**config.mk**
```make
export PLATFORM = sky130hd
export DESIGN_NAME = vga_scan_gen_flat
export DESIGN_NICKNAME = d
export VERILOG_FILES = /design/src/rtl/env_pkg.sv /design/src/rtl/vga_scan_gen_if.sv /design/src/rtl/pixel_tick_div.sv /design/src/rtl/vga_scan_gen.sv /design/src/flat_wrapper.sv
export SDC_FILE = /design/constraint.sdc
export NUM_CORES = 1
export LEC_CHECK = 0
export BUFFER_PORTS_ARGS = -buffer_cell sky130_fd_sc_hd__buf_2
export CORE_ASPECT_RATIO = 1.1
export CORE_MARGIN = 2
export CORE_UTILIZATION = 45
export CTS_BUF_LIST = sky130_fd_sc_hd__clkbuf_8
export CTS_CLUSTER_SIZE = 14
export DETAILED_ROUTE_END_ITERATION = 7
export PLACE_DENSITY = 0.68
export SLEW_MARGIN = 40
export SYNTH_ARGS = -nofsm -noshare
export SYNTH_HDL_FRONTEND = slang
export SYNTH_HIERARCHICAL = 1
export SYNTH_SLANG_ARGS = --single-unit
```
**constraint.sdc**
```tcl
create_clock -name Clk -period 2.5 [get_ports Clk]
set_input_delay 0.125 -clock Clk [delete_from_list [all_inputs] [get_ports Clk]]
set_output_delay 0.125 -clock Clk [all_outputs]
set_load 0.05 [all_outputs]
```
**src/rtl/env_pkg.sv**
```systemverilog
// Shared raster geometry (default 640x480@60 timing) and the scan position type.
package env_pkg;
  localparam int PIXELS_X = 640;
  localparam int PIXELS_Y = 480;
  localparam int H_FRONT  = 16;
  localparam int H_SYNC   = 96;
  localparam int H_BACK   = 48;
  localparam int V_FRONT  = 10;
  localparam int V_SYNC   = 2;
  localparam int V_BACK   = 33;
  localparam int X_bits   = 10;
  localparam int Y_bits   = 10;

  localparam int H_TOTAL = PIXELS_X + H_FRONT + H_SYNC + H_BACK;
  localparam int V_TOTAL = PIXELS_Y + V_FRONT + V_SYNC + V_BACK;

  typedef struct packed {
    logic [X_bits-1:0] x;
    logic [Y_bits-1:0] y;
  } scan_pos_t;
endpackage

```
**src/rtl/vga_scan_gen_if.sv**
```systemverilog
// Raster timing bundle from the scan generator to the display path.
// NextX/NextY exist only when PREFETCH_EN is defined.
interface vga_scan_gen_if;
  import env_pkg::*;

  logic              pix_tick;
  logic [X_bits-1:0] DrawX;
  logic [Y_bits-1:0] DrawY;
  logic              hs;
  logic              vs;
  logic              blank_n;
  logic              line_start;
  logic              frame_start;
`ifdef PREFETCH_EN
  logic [X_bits-1:0] NextX;
  logic [Y_bits-1:0] NextY;

  modport master (output pix_tick, DrawX, DrawY, hs, vs, blank_n,
                         line_start, frame_start, NextX, NextY);
  modport slave  (input  pix_tick, DrawX, DrawY, hs, vs, blank_n,
                         line_start, frame_start, NextX, NextY);
`else
  modport master (output pix_tick, DrawX, DrawY, hs, vs, blank_n,
                         line_start, frame_start);
  modport slave  (input  pix_tick, DrawX, DrawY, hs, vs, blank_n,
                         line_start, frame_start);
`endif
endinterface

```
**src/rtl/pixel_tick_div.sv**
```systemverilog
// Divides the system clock down to a registered one-Clk pixel tick every DIV clocks.
module pixel_tick_div #(
  parameter int DIV = 2
) (
  input  logic Clk,
  input  logic Reset_n,
  output logic pix_tick
);
  localparam int DW = (DIV > 1) ? $clog2(DIV) : 1;

  logic [DW-1:0] r_div;
  logic          w_last;

  assign w_last = (r_div == DW'(DIV - 1));

  always_ff @(posedge Clk or negedge Reset_n) begin
    if (!Reset_n) begin
      r_div    <= '0;
      pix_tick <= 1'b0;
    end else begin
      r_div    <= w_last ? '0 : r_div + 1'b1;
      pix_tick <= w_last;
    end
  end
endmodule

```
**src/rtl/vga_scan_gen.sv**
```systemverilog
// VGA raster timing generator: scan position, syncs, blanking and line/frame strobes.
// Optional PREFETCH_EN adds a look-ahead position LEAD ticks ahead of DrawX/DrawY.
module vga_scan_gen #(
  parameter int PIXELS_X = env_pkg::PIXELS_X,
  parameter int PIXELS_Y = env_pkg::PIXELS_Y,
  parameter int H_FRONT  = env_pkg::H_FRONT,
  parameter int H_SYNC   = env_pkg::H_SYNC,
  parameter int H_BACK   = env_pkg::H_BACK,
  parameter int V_FRONT  = env_pkg::V_FRONT,
  parameter int V_SYNC   = env_pkg::V_SYNC,
  parameter int V_BACK   = env_pkg::V_BACK,
  parameter int DIV      = 2
`ifdef PREFETCH_EN
  , parameter int LEAD   = 2
`endif
) (
  input  logic           Clk,
  input  logic           Reset_n,
  vga_scan_gen_if.master o_scan
);
  import env_pkg::*;

  localparam int HT     = PIXELS_X + H_FRONT + H_SYNC + H_BACK;
  localparam int VT     = PIXELS_Y + V_FRONT + V_SYNC + V_BACK;
  localparam int HS_BEG = PIXELS_X + H_FRONT;
  localparam int HS_END = HS_BEG + H_SYNC;
  localparam int VS_BEG = PIXELS_Y + V_FRONT;
  localparam int VS_END = VS_BEG + V_SYNC;

  logic      w_tick;
  scan_pos_t r_pos, w_pos_nxt;
  logic      r_hs, r_vs, r_blank_n, r_line, r_frame;

  pixel_tick_div #(.DIV(DIV)) u_div (
    .Clk      (Clk),
    .Reset_n  (Reset_n),
    .pix_tick (w_tick)
  );

  // One raster step; shared by the display and look-ahead counters so their wraps agree.
  function automatic scan_pos_t scan_step(input scan_pos_t p);
    scan_pos_t n;
    n = p;
    if (p.x == X_bits'(HT - 1)) begin
      n.x = '0;
      n.y = (p.y == Y_bits'(VT - 1)) ? '0 : p.y + 1'b1;
    end else begin
      n.x = p.x + 1'b1;
    end
    return n;
  endfunction

  assign w_pos_nxt = w_tick ? scan_step(r_pos) : r_pos;

  // Decode from the next position so every output lands with the counters it describes.
  always_ff @(posedge Clk or negedge Reset_n) begin
    if (!Reset_n) begin
      r_pos     <= '0;
      r_hs      <= 1'b1;
      r_vs      <= 1'b1;
      r_blank_n <= 1'b1;
      r_line    <= 1'b0;
      r_frame   <= 1'b0;
    end else begin
      r_pos     <= w_pos_nxt;
      r_hs      <= !(w_pos_nxt.x >= X_bits'(HS_BEG) && w_pos_nxt.x < X_bits'(HS_END));
      r_vs      <= !(w_pos_nxt.y >= Y_bits'(VS_BEG) && w_pos_nxt.y < Y_bits'(VS_END));
      r_blank_n <= (w_pos_nxt.x < X_bits'(PIXELS_X)) && (w_pos_nxt.y < Y_bits'(PIXELS_Y));
      r_line    <= w_tick && (w_pos_nxt.x == '0) && (w_pos_nxt.y < Y_bits'(PIXELS_Y));
      r_frame   <= w_tick && (w_pos_nxt == '0);
    end
  end

  assign o_scan.pix_tick    = w_tick;
  assign o_scan.DrawX       = r_pos.x;
  assign o_scan.DrawY       = r_pos.y;
  assign o_scan.hs          = r_hs;
  assign o_scan.vs          = r_vs;
  assign o_scan.blank_n     = r_blank_n;
  assign o_scan.line_start  = r_line;
  assign o_scan.frame_start = r_frame;

`ifdef PREFETCH_EN
  scan_pos_t r_npos;

  always_ff @(posedge Clk or negedge Reset_n) begin
    if (!Reset_n) begin
      r_npos.x <= X_bits'(LEAD);
      r_npos.y <= '0;
    end else if (w_tick) begin
      r_npos <= scan_step(r_npos);
    end
  end

  assign o_scan.NextX = r_npos.x;
  assign o_scan.NextY = r_npos.y;
`endif
endmodule

```
**src/flat_wrapper.sv**
```systemverilog
// flat-port wrapper written by rule: the top's interface ports become plain ports
module vga_scan_gen_flat import env_pkg::*;
#(
  parameter int PIXELS_X = env_pkg::PIXELS_X,
  parameter int PIXELS_Y = env_pkg::PIXELS_Y,
  parameter int H_FRONT  = env_pkg::H_FRONT,
  parameter int H_SYNC   = env_pkg::H_SYNC,
  parameter int H_BACK   = env_pkg::H_BACK,
  parameter int V_FRONT  = env_pkg::V_FRONT,
  parameter int V_SYNC   = env_pkg::V_SYNC,
  parameter int V_BACK   = env_pkg::V_BACK,
  parameter int DIV      = 2

)
  (Clk, Reset_n, o_scan_pix_tick, o_scan_DrawX, o_scan_DrawY, o_scan_hs, o_scan_vs, o_scan_blank_n, o_scan_line_start, o_scan_frame_start);
  vga_scan_gen_if o_scan_i ();
  input  logic Clk;
  input  logic Reset_n;
  output wire logic [$bits(o_scan_i.pix_tick)-1:0] o_scan_pix_tick;
  output wire logic [$bits(o_scan_i.DrawX)-1:0] o_scan_DrawX;
  output wire logic [$bits(o_scan_i.DrawY)-1:0] o_scan_DrawY;
  output wire logic [$bits(o_scan_i.hs)-1:0] o_scan_hs;
  output wire logic [$bits(o_scan_i.vs)-1:0] o_scan_vs;
  output wire logic [$bits(o_scan_i.blank_n)-1:0] o_scan_blank_n;
  output wire logic [$bits(o_scan_i.line_start)-1:0] o_scan_line_start;
  output wire logic [$bits(o_scan_i.frame_start)-1:0] o_scan_frame_start;
  assign o_scan_pix_tick = o_scan_i.pix_tick;
  assign o_scan_DrawX = o_scan_i.DrawX;
  assign o_scan_DrawY = o_scan_i.DrawY;
  assign o_scan_hs = o_scan_i.hs;
  assign o_scan_vs = o_scan_i.vs;
  assign o_scan_blank_n = o_scan_i.blank_n;
  assign o_scan_line_start = o_scan_i.line_start;
  assign o_scan_frame_start = o_scan_i.frame_start;
  vga_scan_gen #(.PIXELS_X(PIXELS_X), .PIXELS_Y(PIXELS_Y), .H_FRONT(H_FRONT), .H_SYNC(H_SYNC), .H_BACK(H_BACK), .V_FRONT(V_FRONT), .V_SYNC(V_SYNC), .V_BACK(V_BACK), .DIV(DIV)) u_core (.Clk(Clk), .Reset_n(Reset_n), .o_scan(o_scan_i));
endmodule
```
; Word-level counts from Yosys, hierarchy flattened
; Index checks and enable logic that the tools add are counted.
[classes]
n_lt_le_gt_ge = 6
reduce_logical = 10
addsub = 3
eq_ne = 2
mux = 5
[ops]
columns = op, n
row1 = 10-bit two-way mux, 3
row2 = "10-bit by 1-bit adder with 10-bit output, second input constant", 2
row3 = "10-bit equality test, second input constant", 2
row4 = 20-bit logical NOT, 1
row5 = "10-bit less-than comparator, second input constant", 2
row6 = "10-bit by 9-bit less-than comparator with 1-bit output, second input constant", 2
row7 = 20-bit two-way mux, 1
row8 = "10-bit >= comparator, second input constant", 1
row9 = "10-bit by 9-bit >= comparator with 1-bit output, second input constant", 1
row10 = 10-bit logical NOT, 1
row11 = 1-bit logical AND, 6
row12 = 1-bit logical NOT, 2
row13 = "1-bit adder, second input constant", 1
row14 = 1-bit two-way mux, 1
[word_totals]
word_cells = 35
output_inout_bits = 26
regBits = 27
input_bits = 2

; Depth between registers and ports, before layout
; Gate-level depths: netlist of the first run.
[logic_depth]
word_depth = 7
depth_mapped = 9
mapped_depth_nobuf = 8

; Modules after synthesis
; Netlist of the first run, hierarchy kept.
[by_module_without_submodules]
columns = module, cells_each, area_each_um2, instances, seq_area_each_um2
row1 = vga_scan_gen, 163, 1529.0, 1, 629.4
row2 = pixel_tick_div, 3, 53.8, 1, 50.0

; Worst setup path before layout of the first run
; No wires, ideal clock.
[synth_timing]
path_type = register to register
start = reg u_core.r_pos (netlist bit u_core/o_scan.DrawX[0])
end = reg u_core.r_frame (netlist: u_core/o_scan.frame_start)
setup_time_ns = 0.101
t_arrival_ns = 2.683
path_stages_with_launch = 10
n_path_buf = 2
t_required_ns = 2.399
synth_period_minus_slack_ns = 2.784
slack_ns = -0.284
path_cell_list = dfrtp_1 -> ha_1 -> clkbuf_1 -> nand2_1 -> or4_1 -> buf_2 -> nor4_4 -> xnor2_1 -> o311ai_0 -> nor4_1
[synth_between]
elab_chain_len = 5
[synth_rtl]
columns = item, line
row1 = "start, declared", vga_scan_gen.sv:31  ; scan_pos_t r_pos, w_pos_nxt;
row2 = "start signal, assigned", vga_scan_gen.sv:65  ; r_pos <= w_pos_nxt;
row3 = 10-bit by 1-bit adder with 10-bit output or 10-bit equality test (tied branches), "vga_scan_gen.sv:48, vga_scan_gen.sv:44"
row4 = 10-bit two-way mux, vga_scan_gen.sv:44  ; if (p.x == X_bits'(HT - 1)) begin
row5 = 20-bit two-way mux *, vga_scan_gen.sv:53  ; assign w_pos_nxt = w_tick ? scan_step(r_pos) : r_pos;
row6 = 20-bit logical NOT *, vga_scan_gen.sv:70  ; r_frame <= w_tick && (w_pos_nxt == '0);
row7 = 1-bit logical AND *, vga_scan_gen.sv:70
row8 = "end signal, assigned", vga_scan_gen.sv:70
row9 = "end, declared", vga_scan_gen.sv:32  ; logic r_hs, r_vs, r_blank_n, r_line, r_frame;
; Every way passes the cells marked *; elsewhere a longest branch is shown, timed or not.

; Final worst setup path of the first run
; Ends and elaborated chain as after synthesis.

==> results of run 1 <==
## kinds of logic after synthesis
| family | count (synthesis) |
|---|---|
| buffers and inverters | 20 |
| and+or+nand+nor | 67 |
| muxes | 3 |
| adders and majority gates | 3 |
| xor gates and xnor gates | 16 |
| AOI/OAI and AO/OA | 30 |
| DFF | 27 |
## what timing repair did
item                                    4_1_cts  5_1_grt
endpoints found under the setup margin        0        1
buffers inserted                              0        0
resized for setup                             0        2
endpoints found under the hold margin        24        0
hold buffers                                  1        0
## area by class of cell
cell class              count  area, um^2  area share
repair buffers             38         220       0.116
inverters                  10        37.5      0.0198
well taps                  48        60.1      0.0317
multi-input cells         119         843       0.445
clock buffers               3        41.3      0.0218
clock inverters             1        5.00     0.00264
flip-flops and latches     27         687       0.363
## flip-flops by register name (all words and copies together) (netlist names)
name                       count
u_core/o_scan.frame_start      1
u_core/u_div/r_div             1
u_core/o_scan.line_start       1
u_core/o_scan.DrawX           10
u_core/o_scan.hs               1
u_core/o_scan.vs               1
u_core/o_scan.DrawY           10
u_core/u_div/pix_tick          1
u_core/o_scan.blank_n          1
## stage by stage
step	cells	hold slack, ns	area, um^2
final	246	0.391	1890
after global routing	246	0.414	1890
after floorplan	166	-0.171	1600
after global placement	241	0.157	1830
after CTS	246	0.399	1880
after detailed placement	241	0.168	1830
## routing by layer
layer  track usage  vias to the layer above  routed length, um
met5             0                        -                  0
met1         0.284                      720               1710
met4        0.0870                        0                107
met3        0.0235                       10                194
li1              -                      665                  -
met2         0.383                       57               2090
## power by group through the flow
stage / logic (uW) / clock network [uW] / registers [uW]
2_1_floorplan: 0.000315 / 0 / 445
3_3_place_gp: 9.10 / 0 / 445
3_5_place_dp: 9.47 / 0 / 445
4_1_cts: 10.6 / 256 / 437
5_1_grt: 12.0 / 277 / 437
6_report: 9.97 / 248 / 437
## worst paths after layout
path	startpoint	endpoint	slack [ns]	cells after the start
setup / recovery	u_core/o_scan.DrawX[0]	u_core/o_scan.frame_start	0.21	7
hold / removal	Reset_n	u_core/o_scan.DrawX[5]	0.39	2
setup reg to reg	u_core/o_scan.DrawX[0]	u_core/o_scan.frame_start	0.21	7
hold reg to reg	u_core/u_div/r_div	u_core/u_div/pix_tick	0.39	0
max in group asynchronous	Reset_n	u_core/o_scan.DrawX[8]	1.68	2
min in group Clk	u_core/u_div/r_div	u_core/u_div/pix_tick	0.39	0
## cells in the final DEF, fill, tap and decap left out, drive strengths merged
master / netlist / layout
nor4: 5 / 5
clkbuf: 6 / 3
o32ai: 1 / 1
o311ai: 2 / 2
inv: 10 / 10
mux2: 1 / 1
nand4: 6 / 6
a222oi: 1 / 1
and4: 1 / 1
nand2: 14 / 14
nand2b: 1 / 1
nor2: 14 / 14
xnor2: 11 / 11
clkinv: 0 / 1
o31ai: 3 / 3
nor3b: 2 / 2
or4: 2 / 2
dlygate4sd3: 0 / 1
a31oi: 8 / 8
ha: 3 / 3
o21ai: 7 / 7
nor3: 2 / 2
a211oi: 2 / 2
xor2: 5 / 5
a21oi: 5 / 5
buf: 4 / 37
and2: 1 / 1
nand3: 8 / 8
mux2i: 2 / 2
a22oi: 1 / 1
dfrtp: 24 / 24
nor2b: 2 / 2
nand4b: 4 / 4
nand4bb: 1 / 1
or3: 3 / 3
and3: 1 / 1
dfstp: 3 / 3
## worst max-delay path, cell delays in order (launching register included)
cell,delay [ns]
dfrtp_2,0.42
ha_1,0.18
nand2_1,0.17
or4_4,0.52
a211oi_1,0.26
a31oi_1,0.09
nand4b_1,0.26
nor4_1,0.30
==> flow_metrics.py, run 1 <==
metrics = {
    "sta": {
        "slew_violations": 0,
        "final-setup-viol-count": 0,
        "rsz0062_at_grt": "false",
        "skew_ns": 0.00126,
        "worst_slew_pin_slew_ns": 0.609,
        "hold_viol_final": 0,
        "setup_ws_ns": 0.206,
        "max_freq_ghz": 0.436,
        "setup_tns_ns": 0,
        "min_period_ns": 2.29,
        "fin_crit_sh": 0.918,
        "slew_headroom": 0.594,
    },
    "logic_synthesis": {
        "syn_inst": 166,
        "yosys.area_share.simple": 0.262,
        "netlist_top_cells_area": "dfrtp_1 38%, xnor2_1 6.1%, dfstp_2 5.0%",
        "synth_seq_area_share": 0.429,
        "synth_fa_ha_area_frac": 0.0237,
        "netlist_area_um2": 1580,
        "synth.most_common_cell": "dfrtp_1",
        "synth.avg_cell_area_um2": 9.53,
        "ys_seq_elements": 27,
        "synthMuxAreaShare": 0.0198,
        "synth_top_family_by_area": "simple AND/OR/NAND/NOR gates",
        "synth_nets": 171,
        "synth_common_cells": "24 x dfrtp_1, 14 x nand2_1, 14 x nor2_1, 11 x xnor2_1, 10 x inv_1",
        "synth_edf_count": 0,
        "synth.top_cell.area_share": 0.379,
        "synth_compound_area_frac": 0.126,
        "ys.warnings.count": 6,
        "ys.flop_type": "dfrtp_1",
        "ys_async_sr_fraction": 1.00,
        "synth_area_leader_cell": "dfrtp_1",
        "synth.distinct_cells": 38,
        "synthXorXnorAreaFrac": 0.0885,
    },
    "grt": {
        "grt_pass1_vias": 1387,
        "grt_start_max_net_pins": 28,
        "grt_pass1_wl_um": 6670,
        "overflow": 0,
        "antenna_found_initial": 0,
        "grtUsageTotal": 0.224,
    },
    "finish": {
        "finalCoreUtilization": 0.564,
        "layout-drive-gt1-share": 0.298,
        "syn_to_final_growth_pct": 19.7,
        "nets": 204,
        "antenna_cells": 0,
        "nFillCells": 314,
    },
    "pwr": {
        "seq_power_share": 0.628,
        "ir_drop_mv": 0.273,
        "swShare": 0.209,
        "switchingPower_uw": 145,
        "combPwrFrac": 0.014,
        "total_power_uw": 695,
        "p_per_area_nw_per_um2": 367,
        "clkPwrFrac": 0.357,
        "intPower_uw": 550,
        "p_leak_uw": 0.000853,
    },
    "die": {
        "io_pins": 28,
        "die_height_um": 66.2,
        "coreArea_um2": 3360,
        "fp.dieArea_um2": 4010,
        "start_util": 0.471,
        "std_cell_rows": 22,
        "chipWidth_um": 60.5,
    },
    "placement": {
        "numPortBuffers": 27,
        "dp_hpwl_um": 3010,
        "place_ws_ns": 0.134,
        "gp_congestion": 0.900,
    },
    "worst_setup_path": {
        "worstPathArrival_ns": 2.47,
        "end_kind": "flip-flop",
        "critical_path_required_ns": 2.67,
        "startpoint_type": "flip-flop",
        "worstSetupPathType": "flip-flop to flip-flop",
        "worstPathMaxFanout": 7,
    },
    "drt": {
        "vias": 1452,
        "firstDrtPassIters": 5,
        "wl_per_cell_um": 16.7,
        "totalWireLength_um": 4100,
        "drtAntennaViolNets": 0,
        "drc": 0,
        "drtIter0Drc": 117,
        "vias_per_cell": 5.90,
    },
    "clock_tree": {
        "clkTransAtPathRegs_ns": 0.09,
        "cts.sinks": 27,
        "insertion_delay_ns": 0.27,
        "cts_inserted_buffers": 3,
        "cts_tree": "built",
        "clk_path_buf_depth": 2,
        "cts-root-buf": "clkbuf_8",
        "cts_htree_levels": 1,
    },
    "min_path": {
        "hold_path_class": "input pin to async pin",
    },
    "run_status": {
        "status": "finished, final reports clean",
    },
    "run": {
        "cap_violations": 0,
    },
}
(Power assumes the default switching activity.)
==> run 2: changes to the inputs <==
--- a/config.mk
+++ b/config.mk
@@ -12,7 +12,8 @@
 export CTS_BUF_LIST = sky130_fd_sc_hd__clkbuf_8
 export CTS_CLUSTER_SIZE = 14
 export DETAILED_ROUTE_END_ITERATION = 7
-export PLACE_DENSITY = 0.68
+export PLACE_DENSITY = 0.65
+export REMOVE_ABC_BUFFERS = 1
 export SLEW_MARGIN = 40
 export SYNTH_ARGS = -nofsm -noshare
 export SYNTH_HDL_FRONTEND = slang
==> constraint.sdc (replaced) <==
create_clock -name Clk -period 2.9 [get_ports Clk]
set_input_delay 0.145 -clock Clk [delete_from_list [all_inputs] [get_ports Clk]]
set_output_delay 0.145 -clock Clk [all_outputs]
set_load 0.05 [all_outputs]
==> run 2 against run 1 <==
Sequential power decreased by 14%. Combinational power decreased by 16%. Clock power decreased by 15%. Count of clock-buffer cells in the layout unchanged. Maximum frequency decreased by 13%. Largest cell class unchanged. Critical endpoint unchanged. Register-to-register slack improved by 0.05 ns. Critical path depth unchanged. Via count decreased by 6.6%. Utilization decreased by 2.2 points. Design area decreased by 3.9%. First-iteration DRC count decreased by 32%.
==> flow_metrics.py, run 2 (synthesis results as in run 1) <==
metrics = {
    "pwr": {
        "combPwrFrac": 0.014,
        "p_per_area_nw_per_um2": 327,
        "switchingPower_uw": 122,
        "swShare": 0.206,
        "p_leak_uw": 0.000826,
        "clkPwrFrac": 0.353,
        "intPower_uw": 473,
        "ir_drop_mv": 0.200,
        "seq_power_share": 0.632,
    },
    "clock_tree": {
        "cts_tree": "built",
        "clk_path_buf_depth": 2,
        "insertion_delay_ns": 0.27,
        "hold_buffers": 1,
        "clkTransAtPathRegs_ns": 0.09,
        "cts.sinks": 27,
        "cts_htree_levels": 1,
        "cts_resized": 0,
        "cts-root-buf": "clkbuf_8",
        "post-cts-setup-buffers": 0,
        "cts_inserted_buffers": 3,
    },
    "finish": {
        "layout-drive-gt1-share": 0.229,
        "syn_to_final_growth_pct": 15.0,
        "final_cell_mix": "27 x buf_2, 24 x dfrtp_1, 14 x nand2_1, 14 x nor2_1",
        "mostFrequentLayoutCell": "buf_2",
        "final_area_um2": 1820,
        "antenna_cells": 0,
        "nFillCells": 331,
        "nets": 198,
        "finalCoreUtilization": 0.542,
    },
    "grt": {
        "grt_start_max_net_pins": 28,
        "grtUsageTotal": 0.202,
        "overflow": 0,
        "antenna_found_initial": 0,
        "grt_pass1_wl_um": 6110,
        "grt_pass1_vias": 1329,
    },
    "worst_setup_path": {
        "crit_chain": "ha_1 -> nand2_1 -> or4_1 -> nor4_4 -> xnor2_1 -> o311ai_0 -> nor4_1",
        "cpMaxStageDelayCell": "or4_1",
        "cpPeakStageDelay_ns": 0.59,
        "reg2reg_slack_ns": 0.26,
        "critical_path_required_ns": 3.08,
        "cp_num_buf_inv": 0,
        "worstPathArrival_ns": 2.82,
        "worstSetupPathType": "flip-flop to flip-flop",
        "worstPathMaxFanout": 8,
        "r2r_start": "u_core/o_scan.DrawX[0]",
        "end_kind": "flip-flop",
        "r2r_cells": 7,
        "crit_family": "simple AND/OR/NAND/NOR gates",
        "timing.rr.end": "u_core/o_scan.frame_start",
        "startpoint_type": "flip-flop",
    },
    "placement": {
        "numPortBuffers": 27,
        "gp_congestion": 0.931,
        "dpl-instance-area_um2": 1770,
        "dp_hpwl_um": 2690,
    },
    "sta": {
        "hold_slack_ns": 0.385,
        "slew_headroom": 0.535,
        "slew_violations": 0,
        "worst_slew_pin_slew_ns": 0.692,
        "hold_viol_final": 0,
        "min_period_ns": 2.64,
        "final-setup-viol-count": 0,
        "fin_crit_sh": 0.911,
        "skew_ns": 0.00360,
        "setup_tns_ns": 0,
        "max_freq_ghz": 0.379,
        "rsz0062_at_grt": "false",
    },
    "die": {
        "std_cell_rows": 22,
        "io_pins": 28,
        "fp.dieArea_um2": 4010,
        "coreArea_um2": 3360,
        "die_height_um": 66.2,
        "start_util": 0.471,
        "chipWidth_um": 60.5,
    },
    "run": {
        "cap_violations": 0,
    },
    "drt": {
        "routed-wl-met3_um": 184,
        "wl_met2_um": 1790,
        "drtIter0Drc": 79,
        "totalWireLength_um": 3570,
        "wl_met1_um": 1520,
        "highest_layer": "met4",
        "drc": 0,
        "vias": 1356,
        "vias_per_cell": 5.65,
        "wl_per_cell_um": 14.9,
        "firstDrtPassIters": 4,
        "drtAntennaViolNets": 0,
    },
    "min_path": {
        "min_to": "u_core/u_div/pix_tick",
        "hold_path_startpoint": "u_core/u_div/r_div",
        "hold-path-cell-count": 0,
        "hold_path_class": "flip-flop to flip-flop",
    },
    "run_status": {
        "status": "finished, final reports clean",
    },
}
-- run 2: changes by cell type in the layout (fill, tap and decap cells not counted), sizes merged --
cell    before  now
inv         10   11
clkinv       1    0
buf         37   31
-- run 2: power by group through the flow --
stage               clock (uW)  sequential, uW  combinational, uW
detailed placement           0             384               8.10
global placement             0             384               7.66
floorplan                    0             384           0.000288
global route               238             376               10.3
CTS                        218             376               9.14
finish                     210             376               8.40
-- run 2: worst max path at each step --
stage | cells past startpoint | slack, ns | end | from
finish | 7 | 0.26 | u_core/o_scan.frame_start | u_core/o_scan.DrawX[0]
global route | 7 | 0.02 | u_core/o_scan.frame_start | u_core/o_scan.DrawX[1]
CTS | 7 | 0.27 | u_core/o_scan.frame_start | u_core/o_scan.DrawX[0]
detailed placement | 7 | 0.29 | u_core/o_scan.frame_start | u_core/o_scan.DrawX[0]
global placement | 7 | 0.40 | u_core/o_scan.frame_start | u_core/o_scan.DrawX[0]
floorplan | 7 | 0.16 | u_core/o_scan.frame_start | u_core/o_scan.DrawX[0]
-- run 2: final cells by class --
type	count	area (um^2)	area share
multi-input combinational	119	823	0.452
sequential	27	679	0.373
timing repair buffer	32	175	0.0962
tap	48	60.1	0.0330
clock buffer	3	41.3	0.0227
inverter	10	37.5	0.0206
clock inverter	1	3.75	0.00206
-- run 2: per-layer routing --
metal  up-vias  track usage
met5         -            0
met4         0        0.106
met3         8       0.0254
met2        57        0.341
met1       641        0.248
li1        650            -
-- run 2: per-stage QoR --
stage	total power (uW)	setup slack, ns	instances
5_1_grt	625	0.0158	240
3_5_place_dp	392	0.293	235
4_1_cts	603	0.266	240
3_3_place_gp	391	0.403	235
2_1_floorplan	384	0.161	156
6_report	595	0.259	240
==> run 3: changes to the inputs <==
--- a/config.mk
+++ b/config.mk
@@ -17,5 +17,4 @@
 export SLEW_MARGIN = 40
 export SYNTH_ARGS = -nofsm -noshare
 export SYNTH_HDL_FRONTEND = slang
-export SYNTH_HIERARCHICAL = 1
 export SYNTH_SLANG_ARGS = --single-unit
==> run 3 against run 2 <==
Critical path type unchanged. Cell count grew 1.3%. Utilization grew 0.19 points. Worst hold slack lost 0.0019 ns. Via count grew 1.4%. Design area grew 0.34%. Critical path depth is the same. Total power shrank 0.72%.
==> flow_metrics.py, run 3 <==
metrics = {
    "run_status": {
        "status": "finished, final reports clean",
    },
    "drt": {
        "drc": 0,
        "firstDrtPassIters": 4,
        "wl_per_cell_um": 14.9,
        "vias_per_cell": 5.66,
        "totalWireLength_um": 3610,
        "drtIter0Drc": 46,
        "vias": 1375,
        "drtAntennaViolNets": 0,
    },
    "clock_tree": {
        "clkTransAtPathRegs_ns": 0.09,
        "insertion_delay_ns": 0.27,
        "cts_tree": "built",
        "cts-root-buf": "clkbuf_8",
        "clk_path_buf_depth": 2,
        "cts.sinks": 27,
        "cts_htree_levels": 1,
        "cts_inserted_buffers": 3,
    },
    "grt": {
        "top_usage_layer": "met2",
        "grt_pass1_vias": 1334,
        "grt_start_max_net_pins": 28,
        "grt_pass1_wl_um": 6120,
        "gr-usage-met3": 0.0587,
        "met2_usage": 0.352,
        "antenna_found_initial": 0,
        "overflow": 0,
        "met1_usage": 0.246,
        "grtUsageTotal": 0.206,
    },
    "finish": {
        "final_cell_mix": "27 x buf_2, 24 x dfrtp_1, 13 x nand2_1",
        "nets": 201,
        "layout-drive-gt1-share": 0.246,
        "syn_to_final_growth_pct": 15.9,
        "antenna_cells": 0,
        "mostFrequentLayoutCell": "buf_2",
        "final_area_um2": 1830,
        "finalCoreUtilization": 0.544,
    },
    "logic_synthesis": {
        "syn_inst": 165,
        "synth_common_cells": "24 x dfrtp_1, 13 x nand2_1, 12 x inv_1, 12 x nor2_1, 10 x nand3_1",
        "synth_edf_count": 0,
        "ys.flop_type": "dfrtp_1",
        "synth.top_cell.area_share": 0.381,
        "ys.warnings.count": 0,
        "synth.distinct_cells": 53,
        "synth.avg_cell_area_um2": 9.55,
        "synth.most_common_cell": "dfrtp_1",
        "netlist_area_um2": 1580,
        "synth_area_leader_cell": "dfrtp_1",
        "netlist_top_cells_area": "dfrtp_1 38%, dfstp_2 5.0%, nand3_1 3.2%",
        "ys_seq_elements": 27,
        "ys_async_sr_fraction": 1.00,
        "synth_seq_area_share": 0.431,
    },
    "worst_setup_path": {
        "r2r_cells": 7,
        "crit_chain": "ha_2 -> nand2_1 -> nand4b_4 -> or3_1 -> xor2_1 -> or4_1 -> or4b_1",
        "worstPathArrival_ns": 2.86,
        "cpMaxStageDelayCell": "dfrtp_1",
        "crit_start": "u_core.o_scan.DrawX[0]",
        "startpoint_type": "flip-flop",
        "worstSetupPathType": "flip-flop to flip-flop",
        "worstPathMaxFanout": 8,
        "end_kind": "flip-flop",
        "critical_path_required_ns": 3.09,
        "r2r_start": "u_core.o_scan.DrawX[0]",
        "cpPeakStageDelay_ns": 0.47,
        "crit_end": "u_core.o_scan.vs",
        "timing.rr.end": "u_core.o_scan.vs",
        "reg2reg_slack_ns": 0.23,
    },
    "min_path": {
        "hold_path_class": "flip-flop to flip-flop",
    },
    "sta": {
        "fin_crit_sh": 0.921,
        "skew_ns": 0.00115,
        "slew_headroom": 0.618,
        "worst_slew_pin_slew_ns": 0.573,
        "max_freq_ghz": 0.374,
        "min_period_ns": 2.67,
        "rsz0062_at_grt": "false",
        "setup_tns_ns": 0,
        "setup_ws_ns": 0.229,
        "hold_slack_ns": 0.383,
        "final-setup-viol-count": 0,
        "slew_violations": 0,
        "hold_viol_final": 0,
    },
    "placement": {
        "gp_congestion": 0.866,
        "place_ws_ns": 0.173,
        "numPortBuffers": 27,
        "dp_hpwl_um": 2760,
        "dpl-instance-area_um2": 1770,
    },
    "pwr": {
        "intPower_uw": 474,
        "ir_drop_mv": 0.266,
        "p_leak_uw": 0.000912,
        "swShare": 0.198,
        "seq_power_share": 0.637,
        "combPwrFrac": 0.014,
        "switchingPower_uw": 117,
        "p_per_area_nw_per_um2": 323,
        "clkPwrFrac": 0.349,
    },
    "die": {
        "fp.dieArea_um2": 3990,
        "io_pins": 28,
        "die_height_um": 66.1,
        "coreArea_um2": 3360,
        "start_util": 0.469,
        "chipWidth_um": 60.4,
        "std_cell_rows": 22,
    },
    "run": {
        "cap_violations": 0,
    },
}
==> run 3: cell count changes after synthesis, sizes merged, moves of 3 or more <==
cell    before  now
a31oi        8    3
nor4         5    2
clkbuf       6    3
and3         1    4
xnor2       11    5
nor3         2    6
==> run 3: layer usage <==
metal	vias up	part of all wire	wire, um
met4	0	0.012	43
met1	668	0.44	1580
met3	4	0.047	169
li1	667	-	-
met2	36	0.50	1820
met5	-	0	0
==> run 3: cells by family after synthesis <==
group | synth area share
compound gates | 0.129
xor+xnor | 0.0556
fa+ha+maj | 0.0238
buf+inv | 0.0500
flops | 0.431
mux | 0.0262
simple gates | 0.285
==> run 3: how the worst min path moves through the flow <==
stage                       start                      to  slack, ns  cells past startpoint
6_report       u_core.u_div.r_div   u_core.u_div.pix_tick       0.38                      0
4_1_cts        u_core.u_div.r_div   u_core.u_div.pix_tick       0.38                      0
3_3_place_gp              Reset_n  u_core.o_scan.DrawY[9]       0.17                      1
5_1_grt        u_core.u_div.r_div   u_core.u_div.pix_tick       0.40                      0
2_1_floorplan             Reset_n  u_core.o_scan.DrawX[0]      -0.15                      0
3_5_place_dp              Reset_n  u_core.o_scan.DrawY[5]       0.18                      1
==> run 3: area by class of cell <==
cell class / count / area (um^2)
clock inverters: 1 / 5.00
repair buffers: 32 / 175
multi-input cells: 120 / 821
fillers: 324 / 1530
clock buffers: 3 / 41.3
flip-flops and latches: 27 / 679
well taps: 48 / 60.1
inverters: 12 / 45.0
==> run 3: through the flow <==
| step | instances | total power, uW |
|---|---|---|
| 2_1_floorplan | 159 | 384 |
| 3_3_place_gp | 238 | 391 |
| 3_5_place_dp | 238 | 392 |
| 4_1_cts | 243 | 601 |
| 5_1_grt | 243 | 613 |
| 6_report | 243 | 591 |
==> run 3: critical path, delay by kind of cell (launching register included) <==
kind          cells  cell delay, ns
xor+xnor          1            0.18
fa+ha+maj         1            0.29
flops             1            0.47
simple gates      5            1.65
==> run 3: timing repair <==
action	in CTS	in global routing
endpoints found under the setup margin	0	1
hold buffers	1	0
endpoints found under the hold margin	24	0
resized for setup	0	1
setup buffers	0	0
==> run 3: power by group through the flow <==
stage | clock network [uW] | logic [uW] | registers (uW)
3_5_place_dp | 0 | 7.92 | 384
4_1_cts | 216 | 8.98 | 376
2_1_floorplan | 0 | 0.000378 | 384
3_3_place_gp | 0 | 7.77 | 384
6_report | 206 | 8.18 | 376
5_1_grt | 227 | 9.99 | 376
